## config.mk

```make
export PLATFORM = sky130hd
export DESIGN_NAME = bow_draw_ctrl
export DESIGN_NICKNAME = d
export VERILOG_FILES = /design/src/rtl/bow_pkg.sv /design/src/rtl/bow_frame_timer.sv /design/src/rtl/bow_draw_ctrl.sv
export SDC_FILE = /design/constraint.sdc
export NUM_CORES = 1
export LEC_CHECK = 0
export CAP_MARGIN = 20
export CELL_PAD_IN_SITES_DETAIL_PLACEMENT = 1
export CELL_PAD_IN_SITES_GLOBAL_PLACEMENT = 2
export CORE_MARGIN = 5
export CORE_UTILIZATION = 39
export CTS_CLUSTER_DIAMETER = 50
export DETAILED_ROUTE_END_ITERATION = 8
export PLACE_DENSITY = 0.93
export SYNTH_ARGS = -nofsm -noshare
export SYNTH_HDL_FRONTEND = slang
export SYNTH_SLANG_ARGS = --single-unit
export TNS_END_PERCENT = 30
```

## constraint.sdc

```tcl
create_clock -name vga_clk -period 3.6 [get_ports vga_clk]
set_clock_uncertainty 0.15 [all_clocks]
set_input_delay 0.72 -clock vga_clk [delete_from_list [all_inputs] [get_ports vga_clk]]
set_output_delay 0.72 -clock vga_clk [all_outputs]
set_load 0.01 [all_outputs]
```

## src/rtl/bow_pkg.sv

```systemverilog
// Shared types and defaults for the bow draw controller and its frame timers.
package bow_pkg;
   typedef enum logic [1:0] {IDLE, DRAW, FULL, COOLDOWN} bow_state_t;

   localparam int NUM_BOW_FRAMES = 3;
   localparam int BOW_SEL_W      = $clog2(NUM_BOW_FRAMES);
   localparam int DEF_POWER_W    = 4;
endpackage

```

## src/rtl/bow_frame_timer.sv

```systemverilog
// Frame-gated up counter with synchronous clear and a terminal-count flag.
// Wraps to zero on the increment taken at terminal count.
module bow_frame_timer #(
   parameter int TERM = 1
) (
   input  logic clk,
   input  logic rst_n,
   input  logic i_clr,
   input  logic i_inc,
   output logic o_tc
);
   localparam int W = $clog2(TERM + 1);

   logic [W-1:0] r_cnt;

   assign o_tc = (r_cnt == W'(TERM - 1));

   always_ff @(posedge clk or negedge rst_n) begin
      if (!rst_n)       r_cnt <= '0;
      else if (i_clr)   r_cnt <= '0;
      else if (i_inc)   r_cnt <= o_tc ? '0 : r_cnt + 1'b1;
   end
endmodule

```

## src/rtl/bow_draw_ctrl.sv

```systemverilog
// Bow draw sequencer: steps sprite frames while the button is held and fires on release.
// Optional BOW_AUTOFIRE_EN forces a full-power release after HOLD_LIMIT held frames in FULL.
module bow_draw_ctrl
   import bow_pkg::*;
#(
   parameter int NUM_FRAMES      = NUM_BOW_FRAMES,
   parameter int TICKS_PER_STAGE = 20,
   parameter int COOLDOWN_FRAMES = 15,
   parameter int POWER_W         = DEF_POWER_W,
   parameter int HOLD_LIMIT      = 60
) (
   input  logic                          vga_clk,
   input  logic                          reset_n,
   input  logic                          frame_start,
   input  logic                          btn_held,
   input  logic                          arrow_busy,
   output logic [$clog2(NUM_FRAMES)-1:0] bow_sel,
   output logic                          charging,
   output logic                          fire,
   output logic [POWER_W-1:0]            fire_power
);
   localparam int SEL_W    = $clog2(NUM_FRAMES);
   localparam int TICK_TRM = (TICKS_PER_STAGE < 1) ? 1 : TICKS_PER_STAGE;
   localparam int CD_TRM   = (COOLDOWN_FRAMES < 1) ? 1 : COOLDOWN_FRAMES;
   localparam logic [SEL_W-1:0]   STAGE_MAX = SEL_W'(NUM_FRAMES - 1);
   localparam logic [POWER_W-1:0] PWR_MAX   = '1;

   bow_state_t         r_state, w_nstate;
   logic [SEL_W-1:0]   r_stage, w_nstage;
   logic [POWER_W-1:0] r_power, w_npower, w_pwr_inc;
   logic               r_fire, r_charging;
   logic [POWER_W-1:0] r_fire_power;
   logic               w_release, w_force;
   logic               w_tick_clr, w_tick_inc, w_tick_tc;
   logic               w_cd_clr, w_cd_inc, w_cd_tc;
   logic               w_hold_clr, w_hold_inc, w_hold_tc;

   assign w_pwr_inc = (r_power == PWR_MAX) ? r_power : r_power + 1'b1;

   bow_frame_timer #(.TERM(TICK_TRM)) u_tick (
      .clk(vga_clk), .rst_n(reset_n), .i_clr(w_tick_clr), .i_inc(w_tick_inc), .o_tc(w_tick_tc));

   bow_frame_timer #(.TERM(CD_TRM)) u_cd (
      .clk(vga_clk), .rst_n(reset_n), .i_clr(w_cd_clr), .i_inc(w_cd_inc), .o_tc(w_cd_tc));

`ifdef BOW_AUTOFIRE_EN
   localparam int HOLD_TRM = (HOLD_LIMIT < 1) ? 1 : HOLD_LIMIT;
   bow_frame_timer #(.TERM(HOLD_TRM)) u_hold (
      .clk(vga_clk), .rst_n(reset_n), .i_clr(w_hold_clr), .i_inc(w_hold_inc), .o_tc(w_hold_tc));
`else
   assign w_hold_tc = 1'b0;
`endif

   always_comb begin
      w_nstate   = r_state;
      w_nstage   = r_stage;
      w_npower   = r_power;
      w_release  = 1'b0;
      w_force    = 1'b0;
      w_tick_clr = 1'b0;
      w_tick_inc = 1'b0;
      w_cd_clr   = 1'b0;
      w_cd_inc   = 1'b0;
      w_hold_clr = 1'b0;
      w_hold_inc = 1'b0;
      if (frame_start) begin
         case (r_state)
            IDLE: begin
               if (btn_held && !arrow_busy) begin
                  // the arming frame already counts as one charged frame
                  w_nstate   = DRAW;
                  w_nstage   = '0;
                  w_npower   = POWER_W'(1);
                  w_tick_clr = 1'b1;
               end
            end
            DRAW: begin
               if (btn_held) begin
                  w_npower   = w_pwr_inc;
                  w_tick_inc = 1'b1;
                  if (w_tick_tc && r_stage < STAGE_MAX) begin
                     w_nstage = r_stage + 1'b1;
                     if (r_stage + 1'b1 == STAGE_MAX) begin
                        w_nstate   = FULL;
                        w_hold_clr = 1'b1;
                     end
                  end
               end else if (r_stage == '0) begin
                  w_nstate = IDLE;
               end else begin
                  w_release = 1'b1;
               end
            end
            FULL: begin
               if (btn_held) begin
                  w_npower   = w_pwr_inc;
                  w_hold_inc = 1'b1;
                  if (w_hold_tc) begin
                     w_release = 1'b1;
                     w_force   = 1'b1;
                  end
               end else begin
                  w_release = 1'b1;
               end
            end
            COOLDOWN: begin
               w_cd_inc = 1'b1;
               if (w_cd_tc) w_nstate = IDLE;
            end
            default: w_nstate = IDLE;
         endcase
         if (w_release) begin
            w_nstate = COOLDOWN;
            w_nstage = '0;
            w_cd_clr = 1'b1;
         end
      end
   end

   always_ff @(posedge vga_clk or negedge reset_n) begin
      if (!reset_n) begin
         r_state      <= IDLE;
         r_stage      <= '0;
         r_power      <= '0;
         r_fire       <= 1'b0;
         r_fire_power <= '0;
         r_charging   <= 1'b0;
      end else begin
         r_state    <= w_nstate;
         r_stage    <= w_nstage;
         r_power    <= w_npower;
         r_charging <= (w_nstate == DRAW) || (w_nstate == FULL);
         r_fire     <= w_release && !arrow_busy;
         if (w_release && !arrow_busy)
            r_fire_power <= w_force ? PWR_MAX : r_power;
      end
   end

   // stage is forced to 0 outside DRAW/FULL, so it doubles as the sprite index
   assign bow_sel    = r_stage;
   assign charging   = r_charging;
   assign fire       = r_fire;
   assign fire_power = r_fire_power;
endmodule
```

### Yosys cells after proc, flatten, opt, wreduce, memory -nomap -nowiden

Index checks and enable logic that the tools add are counted.

* output and inout bits: 8
* word-level logic and storage cells: 82
* flip-flop bits (word level): 23
* input bits: 5

* magnitude comparators: 1
* equal/unequal tests: 15
* multiplexer cells: 40
* add/sub/neg operators: 4
* reduce and logical (&&, ||, !) cells: 14

Operators by type and width (number)
* $mux 2: 12
* $mux 4: 6
* $mux 1: 15
* $mux 5: 3
* $reduce_and 5->1: 2
* $ne 3x3->1 const B: 3
* $add 4x1->4 const B: 2
* $eq 2x2->1 const B: 4
* $eq 4x4->1 const B: 2
* $pmux 4 s2: 1
* $pmux 2 s3: 1
* $reduce_bool 2->1: 3
* $add 5x1->5 const B: 1
* $eq 5x5->1 const B: 1
* $eq 2x1->1 const B: 2
* $logic_not 2->1: 2
* $ne 2x2->1 const B: 2
* $pmux 2 s2: 1
* $logic_and 1x1->1: 3
* $reduce_bool 3->1: 1
* $add 2x1->2 const B: 1
* $lt 2x2->1 const B: 1
* $ne 2x1->1 const B: 1
* $pmux 1 s2: 1
* 3 further kinds: 3

### Depth between registers and ports, before layout

Gate-level depths: netlist (run 1).

* depth after elaboration: 10
* mapped depth: 9
* depth with buffers taken out: 7

### By module

A second synthesis (run 1) with hierarchy kept.

* cells, all modules: 136
* area total of the unflattened synthesis: 1380.1 um2

By module, submodules not included
* bow_draw_ctrl: sequential area each 350.3 um2, cells each 87, instances 1, area an instance 885.8 um2
* bow_frame_timer at u_tick: sequential area each 125.1 um2, cells each 25, instances 1, area an instance 262.8 um2
* bow_frame_timer at u_cd: sequential area each 100.1 um2, cells each 24, instances 1, area an instance 231.5 um2

### Least setup slack after synthesis (run 1)

Ideal clock, no wire load.

* kind: register to register
* start: register r_state[1]
* end: register r_fire_power[0] (netlist: fire_power[0])
* arrival time: 1828 ps
* period minus slack after synthesis: 2103 ps
* stages on the path, launching flop included: 10
* buffers on the path: 2
* required time: 3325 ps
* setup slack: 1497 ps
* setup time: 125 ps
* path through: dfrtp_1 > inv_1 > ha_1 > nand2b_1 > a21oi_2 > and2_4 > buf_6 > nor2b_4 > buf_6 > mux2_4

* longest elaborated chain between the ends: 5
* elaborated cells between the ends (all ways): 6
* those cells by class: eq/ne: 2; mux: 3; reduce/logical: 1

RTL lines
* start: declaration: RTL line bow_draw_ctrl.sv:28 `bow_state_t r_state, w_nstate;`
* start signal: assignment: RTL line bow_draw_ctrl.sv:129 `r_state <= w_nstate;`
* $eq 2x2->1 / $eq 2x1->1 (equally long branches): RTL line bow_draw_ctrl.sv:67 `case (r_state)`
* $pmux 1 s2 *: RTL line bow_draw_ctrl.sv:67
* $mux 1 * (2 in series): RTL line bow_draw_ctrl.sv:66 `if (frame_start) begin`
* $logic_and 1x1->1 *: RTL line bow_draw_ctrl.sv:134 `if (w_release && !arrow_busy)`
* end signal: assignment: RTL line bow_draw_ctrl.sv:135 `r_fire_power <= w_force ? PWR_MAX : r_power;`
* end: declaration: RTL line bow_draw_ctrl.sv:32 `logic [POWER_W-1:0] r_fire_power;`

Mark *: on every way between the ends. The rest lies on a longest branch, timed or not. The select of a mux whose other input is x is not followed.
A chain may end at the register's enable or synchronous reset.

### Final worst setup path (run 1)

* start: input btn_held
* end: register r_fire_power[0] (netlist: fire_power[0])

* longest elaborated chain between the ends: 5
* elaborated cells between the ends (all ways): 6
* those cells by class: mux: 5; reduce/logical: 1

RTL lines
* start: declaration: RTL line bow_draw_ctrl.sv:15 `input logic btn_held,`
* $mux 1 (on tied branches): RTL line bow_draw_ctrl.sv:95, bow_draw_ctrl.sv:78
* $pmux 1 s2 *: RTL line bow_draw_ctrl.sv:67
* $mux 1 * (2 in series): RTL line bow_draw_ctrl.sv:66
* $logic_and 1x1->1 *: RTL line bow_draw_ctrl.sv:134

Marks and branches as above.

==> results.txt, run 1 <==
Post-synth EDFFs: 0
CP arrival: 2540 ps
Psw: 0.415 mW
TritonCTS clock tree: yes
Post-DP HPWL: 2530 um
# setup viols final: 0
Skew-Pair Late Insertion Delay: 260 ps
WL/cell: 16.6 um
CP max FO: 9
Vias in the first global route: 1163
Most common flop cell mapped by yosys: dfrtp_1
Yosys cell types: 44
Maximum VDD drop: 0.000259 V
Nets: 171
Final count of hold timing violations: 0
Hold_buf cts: 0
Placer Congestion: 0.828
Clock Power Share: 0.152
Remaining DRCs: 0
Area grow syn2layout: 13.9%
Leading cell type in the layout, fill and taps excluded: dfrtp_1
Vias: 1117
Largest net degree at the start of global routing: 24
Cells after Synth: 144
Post-DRT Antenna Nets: 0
Commonest cells after routing, fill and taps aside: 23 x dfrtp_1, 15 x o21ai_0, 12 x inv_1, 12 x clkdlybuf4s50_1, 10 x nand2_1
Tightest Pin Transition: 506 ps
Post-synthesis sequential area ratio: 0.402
Mapped Avg Cell Area: 9.95 sq um
Part of the power in combinational logic: 0.449
Starting DRT DRC Count: 61
Minimum clock period: 2540 ps
Switching Share: 0.396
Critical setup path kind: primary input to flip-flop
DIE AREA: 4990 sq um
Maxcap violations: 0
Congestion Overflow GR: 0
Setup ws final: 1060 ps
Vias per inst: 5.48
Layout cells sized above 1: 0.115
Initial Utilization: 0.397
TritonCTS Buffers: 3
Crit path launch type: primary input
Post-Syn Area: 1430 sq um
Relative slew slack: 0.661
Ys async rst share: 1.00
Setup bufs post-CTS: 0
# clock sinks: 23
Final Core Density: 0.452
Chip height: 70.6 um
Seq pwr share: 0.400
I/O Buffers: 12
CTS-repair resized insts: 0
Worst Path Required: 3600 ps
Fmax: 0.394 GHz
Antenna violations before repair: 0
Pwr dens: 643 nW/um^2
Syn Nets: 158
Wire length of the first global-routing pass: 5720 um
Row Count: 22
Clock Path Buffers: 2
Pre-CTS WS: 800 ps
Pleak: 0.689 nW
Post-synthesis register bit count: 23
Die W: 70.6 um
CP Capture Type: flip-flop
Synth Warn #: 0
Setup TNS: 0 ps
Total core area: 3610 sq um
Top-Level Pins: 13
CTS root buf: clkbuf_8
Diodes inserted: 0
Cell-internal power: 0.634 mW
Min-delay worst type: flip-flop to flip-flop
Fin crit share: 0.706
Outcome: complete, no violations
Total GRT Usage: 0.142
Clk slew on worst S/H paths: 80 ps
RSZ-0062 raised after global routing: no
Drt pass-1 iters: 4
Final slew viol count: 0
CTS H-tree depth: 1
Drt total wl: 3400 um
==> per-layer routing <==
metal | up-vias | part of all wire | global-route usage
met3 | 0 | 0.029 | 0.0270
li1 | 550 | - | -
met4 | 0 | 0 | 0.0251
met2 | 13 | 0.52 | 0.252
met5 | - | 0 | 0
met1 | 554 | 0.45 | 0.183
==> state kept, by name, indices dropped and copies added, names as in the netlist <==
register / count
fire_power: 4
charging: 1
fire: 1
u_cd.r_cnt: 4
u_tick.r_cnt: 5
r_state: 2
r_power: 4
bow_sel: 2
==> stage by stage <==
step | instances | hold slack (ps) | cell area, sq um | power [mW]
CTS | 204 | 379 | 1630 | 1.06
detailed placement | 200 | 342 | 1590 | 0.885
floorplan | 144 | 274 | 1430 | 0.726
finish | 204 | 370 | 1630 | 1.05
global route | 204 | 402 | 1630 | 1.14
global placement | 200 | 346 | 1590 | 0.860
==> synth_stat cells, drive strengths merged, types with 2 or more instances <==
cell type | n | share of area
dfrtp | 23 | 0.40
ha | 9 | 0.079
nand2b | 3 | 0.015
a22o | 2 | 0.012
nor2 | 5 | 0.013
and3 | 3 | 0.013
mux2 | 4 | 0.042
clkbuf | 2 | 0.0052
o31ai | 5 | 0.026
nor2b | 5 | 0.027
a22oi | 2 | 0.010
and4 | 2 | 0.012
nand4 | 4 | 0.017
o21ai | 15 | 0.052
inv | 12 | 0.031
nand3 | 5 | 0.017
a21oi | 8 | 0.031
nand2 | 10 | 0.026
buf | 3 | 0.019
nand4b | 2 | 0.012
==> final cells by class <==
cell class,instances,area [sq um]
Multi-Input combinational cell,104,777
Sequential cell,23,576
Inverter,12,45.0
Clock inverter,1,5.00
Tap cell,48,60.1
Fill cell,428,1970
Clock buffer,3,41.3
Timing Repair Buffer,13,128
==> critical path: stages <==
cell and delay, ps:
clkdlybuf4s50_1 580, nand2b_1 270, a21oi_2 170, and2_4 220, nor2b_4 260, mux2_4 320
==> power by group through the flow <==
| stage | clock, mW | combinational, mW | sequential, mW |
|---|---|---|---|
| finish | 0.159 | 0.471 | 0.419 |
| global route | 0.180 | 0.531 | 0.432 |
| CTS | 0.166 | 0.476 | 0.420 |
| detailed placement | 0 | 0.461 | 0.424 |
| global placement | 0 | 0.443 | 0.417 |
| floorplan | 0 | 0.322 | 0.404 |
==> kinds of logic after synthesis <==
kind of cell             synth area share
AO/OA/AOI/OAI                       0.214
XOR/XNOR                          0.00611
adder cells (fa/ha/maj)            0.0786
buffers and inverters              0.0559
flip-flops                          0.402
multiplexers                       0.0419
AND/OR/NAND/NOR                     0.202
==> path summary, 6_finish.rpt <==
check | startpoint | end | slack, ps | cells after the start
max in group asynchronous | reset_n | r_power[0] | 2410 | 2
setup reg to reg | r_state[1] | fire_power[0] | 1200 | 7
hold reg to reg | fire_power[0] | fire_power[0] | 370 | 1
hold / removal | fire_power[0] | fire_power[0] | 370 | 1
min in group asynchronous | reset_n | u_tick.r_cnt[2] | 660 | 2
setup / recovery | btn_held | fire_power[0] | 1060 | 6
No activity file was read; power rests on OpenSTA's default activity.
==> inputs of run 2 (changes only) <==
--- a/config.mk
+++ b/config.mk
@@ -9,10 +9,10 @@
 export CELL_PAD_IN_SITES_DETAIL_PLACEMENT = 1
 export CELL_PAD_IN_SITES_GLOBAL_PLACEMENT = 2
 export CORE_MARGIN = 5
-export CORE_UTILIZATION = 39
+export CORE_UTILIZATION = 36
 export CTS_CLUSTER_DIAMETER = 50
 export DETAILED_ROUTE_END_ITERATION = 8
-export PLACE_DENSITY = 0.93
+export PLACE_DENSITY = 0.88
 export SYNTH_ARGS = -nofsm -noshare
 export SYNTH_HDL_FRONTEND = slang
 export SYNTH_SLANG_ARGS = --single-unit
==> constraint.sdc (replaced) <==
create_clock -name vga_clk -period 2.5 [get_ports vga_clk]
set_clock_uncertainty 0.15 [all_clocks]
set_input_delay 0.5 -clock vga_clk [delete_from_list [all_inputs] [get_ports vga_clk]]
set_output_delay 0.5 -clock vga_clk [all_outputs]
set_load 0.01 [all_outputs]
==> results.txt, run 2 (synthesis gave the netlist of run 1 again) <==
Layout Cells excl Fill: 209 (was 204)
Final slew viol count: 0 (unchanged)
CP Capture Type: flip-flop (unchanged)
CTS root buf: clkbuf_8 (unchanged)
Layout cells sized above 1: 0.126 (was 0.115)
Part of the power in combinational logic: 0.448 (was 0.449)
Congestion Overflow GR: 0 (unchanged)
Final count of hold timing violations: 0 (unchanged)
Row Count: 23 (was 22)
TritonCTS Buffers: 3 (unchanged)
RSZ-0062 raised after global routing: no (unchanged)
Die W: 73.1 um (was 70.6 um)
Critical Path, Cell by Cell: inv_1, ha_1, nand2b_1, a21oi_2, and2_4, nor2b_4, mux2_4 (was clkdlybuf4s50_1, nand2b_1, a21oi_2, and2_4, nor2b_4, mux2_4)
Cell-internal power: 0.919 mW (was 0.634 mW)
Min-delay worst type: flip-flop to flip-flop (unchanged)
Pre-CTS WS: 96.5 ps (was 800 ps)
# clock sinks: 23 (unchanged)
Most used routing layer: met2 (unchanged)
CP max FO: 8 (was 9)
CTS H-tree depth: 1 (unchanged)
Post-DP HPWL: 2540 um (was 2530 um)
Minimum clock period: 2360 ps
Drt pass-1 iters: 4 (unchanged)
Setup TNS: 0 ps (unchanged)
Skew-Pair Late Insertion Delay: 260 ps (about the same)
Met3 GRT Util: 0.0234 (was 0.0270)
Final Core Density: 0.420 (was 0.452)
Tot Pwr: 1.51 mW (was 1.05 mW)
Drt total wl: 3240 um (was 3400 um)
DIE AREA: 5340 sq um (was 4990 sq um)
Starting DRT DRC Count: 16 (was 61)
Critical R2R Launch: r_state[1] (unchanged)
Largest net degree at the start of global routing: 24 (unchanged)
Wire length of the first global-routing pass: 5860 um (was 5720 um)
Worst Hold Launch: u_cd.r_cnt[1] (was fire_power[0])
Clock Path Buffers: 2 (unchanged)
CP delay by family, top: simple AND/OR/NAND/NOR gates (unchanged)
Vias per inst: 5.36 (was 5.48)
Fin crit share: 0.944
Clock Power Share: 0.154 (was 0.152)
WL/cell: 15.5 um (was 16.6 um)
Clk slew on worst S/H paths: 80 ps (about the same)
Area grow syn2layout: 15.5% (was 13.9%)
Relative slew slack: 0.760 (was 0.661)
CP arrival: 2360 ps (was 2540 ps)
Commonest cells after routing, fill and taps aside: 23 x dfrtp_1, 15 x o21ai_0, 12 x inv_1, 12 x clkdlybuf4s50_1, 10 x nand2_1 (unchanged)
Psw: 0.586 mW (was 0.415 mW)
Setup bufs post-CTS: 0 (unchanged)
Placer Congestion: 0.814 (was 0.828)
Crit-path max cell delay: 450 ps (was 580 ps)
Switching Share: 0.390 (was 0.396)
Leading cell type in the layout, fill and taps excluded: dfrtp_1 (unchanged)
Total GRT Usage: 0.140 (was 0.142)
Initial Utilization: 0.363 (was 0.397)
TritonCTS clock tree: yes (unchanged)
Worst Path Required: 2500 ps (was 3600 ps)
Placed instance count: 205 (was 200)
Hold slack: 370 ps (about the same)
Met1 Track Usage GR: 0.174 (was 0.183)
Top-Level Pins: 13 (unchanged)
Outcome: complete, no violations (unchanged)
Setup ws final: 141 ps (was 1060 ps)
Worst setup startpoint: r_state[1] (was btn_held)
Critical path's slowest cell: dfrtp_1 (was clkdlybuf4s50_1)
Diodes inserted: 0 (unchanged)
R2r setup slk: 140 ps (was 1200 ps)
DP Area: 1610 sq um (was 1590 sq um)
I/O Buffers: 12 (unchanged)
Largest register FFs: 5 (unchanged)
Fillers: 440 (was 428)
Maxcap violations: 0 (unchanged)
Chip height: 73.1 um (was 70.6 um)
Maximum VDD drop: 0.000317 V (was 0.000259 V)
Hold_buf cts: 0 (unchanged)
Seq pwr share: 0.398 (was 0.400)
Antenna violations before repair: 0 (unchanged)
Nets: 174 (was 171)
Crit path launch type: flip-flop (was primary input)
Critical setup path kind: flip-flop to flip-flop (was primary input to flip-flop)
Post-DRT Antenna Nets: 0 (unchanged)
Grt met2 use: 0.241 (was 0.252)
Fin area: 1660 sq um (was 1630 sq um)
CTS-repair resized insts: 0 (unchanged)
Top reg by flops: u_tick.r_cnt (unchanged)
Pwr dens: 909 nW/um^2 (was 643 nW/um^2)
Total core area: 3940 sq um (was 3610 sq um)
CP bufs+invs: 1 (unchanged)
Tightest Pin Transition: 357 ps (was 506 ps)
Remaining DRCs: 0 (unchanged)
Fmax: 0.424 GHz
Pleak: 0.701 nW (was 0.689 nW)
# setup viols final: 0 (unchanged)
Vias in the first global route: 1206 (was 1163)
Vias: 1120 (was 1117)
[run 2: per-layer routing]
metal,routed length (um),part of all wire
met1,1460,0.45
met2,1650,0.51
met3,68,0.021
met4,55,0.017
met5,0,0
[run 2: path summary, 6_finish.rpt]
check,cells after the start,endpoint
worst max register to register,7,fire_power[1]
worst min-delay path,1,u_cd.r_cnt[1]
worst max-delay path,7,fire_power[1]
worst min register to register,1,u_cd.r_cnt[1]
max in group asynchronous,2,r_power[3]
min in group asynchronous,2,r_state[0]
[run 2: power groups by stage]
| stage | registers (mW) | logic (mW) | clock network (mW) |
|---|---|---|---|
| 4_1_cts | 0.603 | 0.686 | 0.237 |
| 3_5_place_dp | 0.610 | 0.684 | 0 |
| 5_1_grt | 0.620 | 0.764 | 0.259 |
| 2_1_floorplan | 0.582 | 0.464 | 0 |
| 6_report | 0.600 | 0.674 | 0.231 |
| 3_3_place_gp | 0.595 | 0.641 | 0 |
[run 2: cell type report]
| type | count | area, sq um | share of cell area |
|---|---|---|---|
| well taps | 50 | 62.6 | 0.0378 |
| flip-flops and latches | 23 | 576 | 0.348 |
| inverters | 12 | 45.0 | 0.0272 |
| repair buffers | 16 | 150 | 0.0907 |
| clock buffers | 4 | 45.0 | 0.0272 |
| multi-input cells | 104 | 777 | 0.469 |
